### src/rtl/mel_filterbank.sv
// Triangular mel filterbank: clamps each power bin to >= 0 and folds it into two
// running triangle accumulators whose weights come straight from the bin counter.
module mel_filterbank #(
    parameter int NUM_BINS    = 129,
    parameter int HOP_LOG2    = 4,
    parameter int NUM_FILTERS = 7,
    parameter int ACC_W       = 48
) (
    input  logic        clk,
    input  logic        rst,
    input  logic [31:0] data_in,
    input  logic        data_valid,
    output logic        data_ready,
    output logic [31:0] mel_out,
    output logic [7:0]  mel_idx,
    output logic        mel_last,
    output logic        mel_valid,
    input  logic        mel_ready
);
    localparam int H  = 1 << HOP_LOG2;
    localparam int BW = $clog2(NUM_BINS + 1);
    localparam int SW = BW - HOP_LOG2;
    localparam logic [BW-1:0] ACC_END  = BW'((NUM_FILTERS + 1) * H);
    localparam logic [BW-1:0] LAST_BIN = BW'(NUM_BINS - 1);
    localparam logic [SW-1:0] SEG_NF   = SW'(NUM_FILTERS);
    localparam logic [SW-1:0] SEG_LAST = SW'(NUM_FILTERS + 1);

    if ((NUM_FILTERS + 1) * H >= NUM_BINS + 1) begin : g_param_check
        $error("mel_filterbank: (NUM_FILTERS+1)*H must be below NUM_BINS+1");
    end

    typedef enum logic {ACC, TAIL} state_t;

    state_t              state, state_next;
    logic [BW-1:0]       bin, bin_next;
    logic [SW-1:0]       seg;
    logic [HOP_LOG2-1:0] pos;
    logic [ACC_W-1:0]    acc_rise, acc_fall;
    logic [ACC_W-1:0]    x, rise_term, fall_term, peak_term, fall_scaled;
    logic                emit_slot, accept, sat_hit;

    assign seg         = bin[BW-1:HOP_LOG2];
    assign pos         = bin[HOP_LOG2-1:0];
    assign x           = data_in[31] ? '0 : {{(ACC_W-32){1'b0}}, data_in};
    assign rise_term   = x * {{(ACC_W-HOP_LOG2){1'b0}}, pos};
    assign fall_term   = x * (ACC_W'(H) - {{(ACC_W-HOP_LOG2){1'b0}}, pos});
    assign peak_term   = x << HOP_LOG2;
    assign fall_scaled = acc_fall >> HOP_LOG2;
    assign sat_hit     = |fall_scaled[ACC_W-1:31];

    // Only a bin that would overwrite a still-blocked result has to wait.
    assign emit_slot  = (state == ACC) && (pos == '0) && (seg >= SW'(2));
    assign data_ready = !(mel_valid && !mel_ready && emit_slot);
    assign accept     = data_valid && data_ready;

    always_ff @(posedge clk or negedge rst) begin
        if (!rst) begin
            state <= ACC;
            bin   <= '0;
        end else begin
            state <= state_next;
            bin   <= bin_next;
        end
    end

    always_comb begin
        state_next = state;
        bin_next   = bin;
        if (accept) begin
            bin_next = bin + BW'(1);
            if (bin == LAST_BIN) begin
                bin_next   = '0;
                state_next = ACC;
            end else if (state == ACC && bin == ACC_END) begin
                state_next = TAIL;
            end
        end
    end

    // acc_rise builds filter s on its rising edge; acc_fall finishes filter s-1.
    always_ff @(posedge clk or negedge rst) begin
        if (!rst) begin
            acc_rise <= '0;
            acc_fall <= '0;
        end else if (accept) begin
            if (state == TAIL) begin
                if (bin == LAST_BIN) begin
                    acc_rise <= '0;
                    acc_fall <= '0;
                end
            end else if (pos != '0) begin
                if (seg >= SW'(1))
                    acc_fall <= acc_fall + fall_term;
                if (seg < SEG_NF)
                    acc_rise <= acc_rise + rise_term;
            end else begin
                acc_fall <= (seg <= SEG_NF) ? acc_rise + peak_term : '0;
                acc_rise <= '0;
            end
        end
    end

    always_ff @(posedge clk or negedge rst) begin
        if (!rst) begin
            mel_out   <= '0;
            mel_idx   <= '0;
            mel_last  <= 1'b0;
            mel_valid <= 1'b0;
        end else if (accept && emit_slot) begin
            mel_out   <= sat_hit ? 32'h7FFF_FFFF : fall_scaled[31:0];
            mel_idx   <= 8'(seg - SW'(2));
            mel_last  <= (seg == SEG_LAST);
            mel_valid <= 1'b1;
        end else if (mel_ready) begin
            mel_valid <= 1'b0;
        end
    end
endmodule

### config.mk
export PLATFORM = sky130hd
export DESIGN_NAME = mel_filterbank
export DESIGN_NICKNAME = d
export VERILOG_FILES = /design/src/rtl/mel_filterbank.sv
export SDC_FILE = /design/constraint.sdc
export NUM_CORES = 1
export LEC_CHECK = 0
export ABC_AREA = 1
export BUFFER_PORTS_ARGS = -buffer_cell sky130_fd_sc_hd__buf_2
export CORE_MARGIN = 3
export CORE_UTILIZATION = 57
export DETAILED_ROUTE_END_ITERATION = 10
export PLACE_DENSITY = 0.74
export SYNTH_ARGS = -nofsm -noshare
export SYNTH_HDL_FRONTEND = slang
export SYNTH_SLANG_ARGS = --single-unit
### constraint.sdc
create_clock -name clk -period 10.6 [get_ports clk]
set_input_delay 1.59 -clock clk [delete_from_list [all_inputs] [get_ports clk]]
set_output_delay 1.59 -clock clk [all_outputs]
set_load 0.01 [all_outputs]
==> metrics.yaml <==
run_status: "complete, no violations"
ant_nets: 0
finalSetupViolations: 0
synth_cell_type_count: 50
yosysSeqAreaShare_pct: 15.17
timing.hold.ws_ns: 0.4718
grt_pass1_vias: 23970
crit_slowest_cell: "inv_1"
pwr_density_cell_nw_per_um2: 331.1
synth_area_leader_cell: "nand2_1"
rows: 74
synth-async-reset-ratio_pct: 100.0
fin_worst_skew_ns: 0.01705
fillers: 4185
clock.fmax_mhz: 116.6
drtIter0Drc: 2255
hold_viol_final: 0
cts_hold_buf: 0
arrival_ns: 8.98
initial_core_util_pct: 57.93
syn_to_final_growth_pct: 5.898
routed_wl_mm: 84.21
cts_max_level: 4
cp-end-kind: "flop"
cts_setup_buffers: 0
routed-via-count: 24680
power_frac_comb_pct: 79.4
grt_setup_unrepaired: "false"
tightest_slew_ns: 1.002
gp_congestion: 1.010
synth.top_cell.area_share_pct: 19.90
diodes: 0
netlist_top_cells_area: "nand2_1 20%, dfrtp_1 15%, fa_1 15%, inv_1 11%, ha_1 10%"
antenna_found_initial: 0
hold_class: "flop to flop"
seq_area_um2: 3603
clkPwrFrac_pct: 7.5
cp_common_cell: "nand2_1"
p_int_uw: 3222
finalCriticalPeriod_ns: 8.580
overflow: 0
postPlaceCellArea_um2: 24590
vias_per_cell: 5.555
clk_latency_ns: 0.51
numCtsBuffers: 17
worst-endpoint-required_ns: 11.00
core_area_um2: 41020
multi_input_area_um2: 17080
globalRouteTotalUtil_pct: 38.48
ir_drop_mv: 0.2547
drive_above_1_share_pct: 3.964
hpwlAfterDp_mm: 70.27
syn_area_um2: 23760
maxSlewViolCount: 0
nets: 4308
final_common_cell: "nand2_1"
dr.pass1.iters: 7
relSlewSlack_pct: 33.10
path_clk_slew_ns: 0.07
ys_seq_elements: 144
leakagePower_uw: 0.01443
swShare_pct: 61.33
seqPwrFrac_pct: 13.0
yosysWarnings: 0
post-route-period-util_pct: 80.94
grt_pass1_wl_mm: 131.3
syn_inst: 3862
crit_type: "input port to flop"
pin_count: 79
finalSetupTns_ns: 0
port_buffers: 78
numClockSinks: 144
cts_tree: "built"
cp-start-kind: "input port"
drc: 0
design_area_um2: 25160
die_height_um: 210.2
path_max_fanout: 31
max_cap_violations: 0
yosys_most_used_dff: "dfrtp_1"
synth_edf_count: 0
post_cts_resized: 0
syn_nets: 4273
grt_max_degree: 92
dieArea_um2: 44170
slowest_delay_ns: 0.71
syn_avg_cell_area_um2: 6.153
die_w_um: 210.2
wire_per_inst_um: 18.96
final_cell_mix: "1259 x nand2_1, 715 x inv_1, 494 x nor2_1, 211 x nand3_1, 195 x ha_1"
p_switching_uw: 5110
clockBufferDepth: 2
cts-root-buf: "clkbuf_16"
## metrics by stage
stage / std cells / utilization (%) / worst slack (ns) / total power (uW)
2_1_floorplan: 3862 / - / 3.725 / 5593
3_3_place_gp: 4410 / 59.96 / 1.669 / 7492
3_5_place_dp: 4410 / 59.96 / 1.714 / 7512
4_1_cts: 4442 / 61.35 / 2.235 / 8199
5_1_grt: 4442 / 61.35 / 1.663 / 9156
6_report: 4442 / 61.35 / 2.020 / 8331
## cell usage after synthesis, types with 16 or more instances
library cell and number:
nand2_1 1260, inv_1 716, nor2_1 495, nand3_1 211, ha_1 195, a21oi_1 182
fa_1 180, o21ai_0 159, dfrtp_1 144, clkbuf_1 43, xor2_1 38, nand4_1 29
nor3_1 26, xnor2_1 18, buf_2 16
## state kept, by name, summed over array words and instances (netlist names)
name,count
mel_last,1
mel_valid,1
mel_out,32
acc_fall,48
bin,8
state,1
acc_rise,48
mel_idx,5
## cells by family after synthesis
kind of cell | count (synthesis) | synth area share [%]
flops | 144 | 15.17
xor+xnor | 56 | 2.064
fa+ha+maj | 375 | 25.43
buf+inv | 802 | 13.02
compound gates | 424 | 9.668
simple gates | 2061 | 34.65
## routing by layer
metal / wire length (um) / track usage [%]
met2: 37790 / 61.97
met1: 34720 / 49.86
met4: 5047 / 20.48
met5: 0 / 0
met3: 6652 / 6.578
## path summary, 6_finish.rpt
| path | from | to | slack (ns) | cells past startpoint |
|---|---|---|---|---|
| worst max-delay path | data_in[31] | acc_fall[44] | 2.02 | 35 |
| worst min-delay path | mel_out[31] | mel_out[31] | 0.47 | 2 |
| worst max register to register | bin[1] | acc_fall[47] | 2.61 | 35 |
| worst min register to register | mel_out[31] | mel_out[31] | 0.47 | 2 |
| max in group asynchronous | rst | acc_rise[27] | 8.10 | 2 |
| min in group asynchronous | rst | mel_out[31] | 1.17 | 1 |
## final cells by class
| type | instances | share of cell area (%) |
|---|---|---|
| Multi-Input combinational cell | 2916 | 67.89 |
| Sequential cell | 144 | 14.32 |
| Inverter | 723 | 10.80 |
| Tap cell | 532 | 2.645 |
| Timing Repair Buffer | 95 | 2.083 |
| Clock buffer | 19 | 1.800 |
| Clock inverter | 13 | 0.4674 |
## critical path, delay by kind of cell
family | cells | cell delay, ns
and+or+nand+nor | 16 | 2.55
xor gates and xnor gates | 1 | 0.39
AOI/OAI and AO/OA | 3 | 0.66
buffers and inverters | 10 | 1.53
adders and majority gates | 5 | 2.21
## power groups by stage
stage	Sequential, uW	Combinational, uW	Clock, uW
CTS	1080	6480	636
detailed placement	1080	6430	0
global route	1120	7390	653
floorplan	1010	4590	0
global placement	1080	6410	0
finish	1090	6620	628
Note: power is estimated with default switching activity, not from simulation.
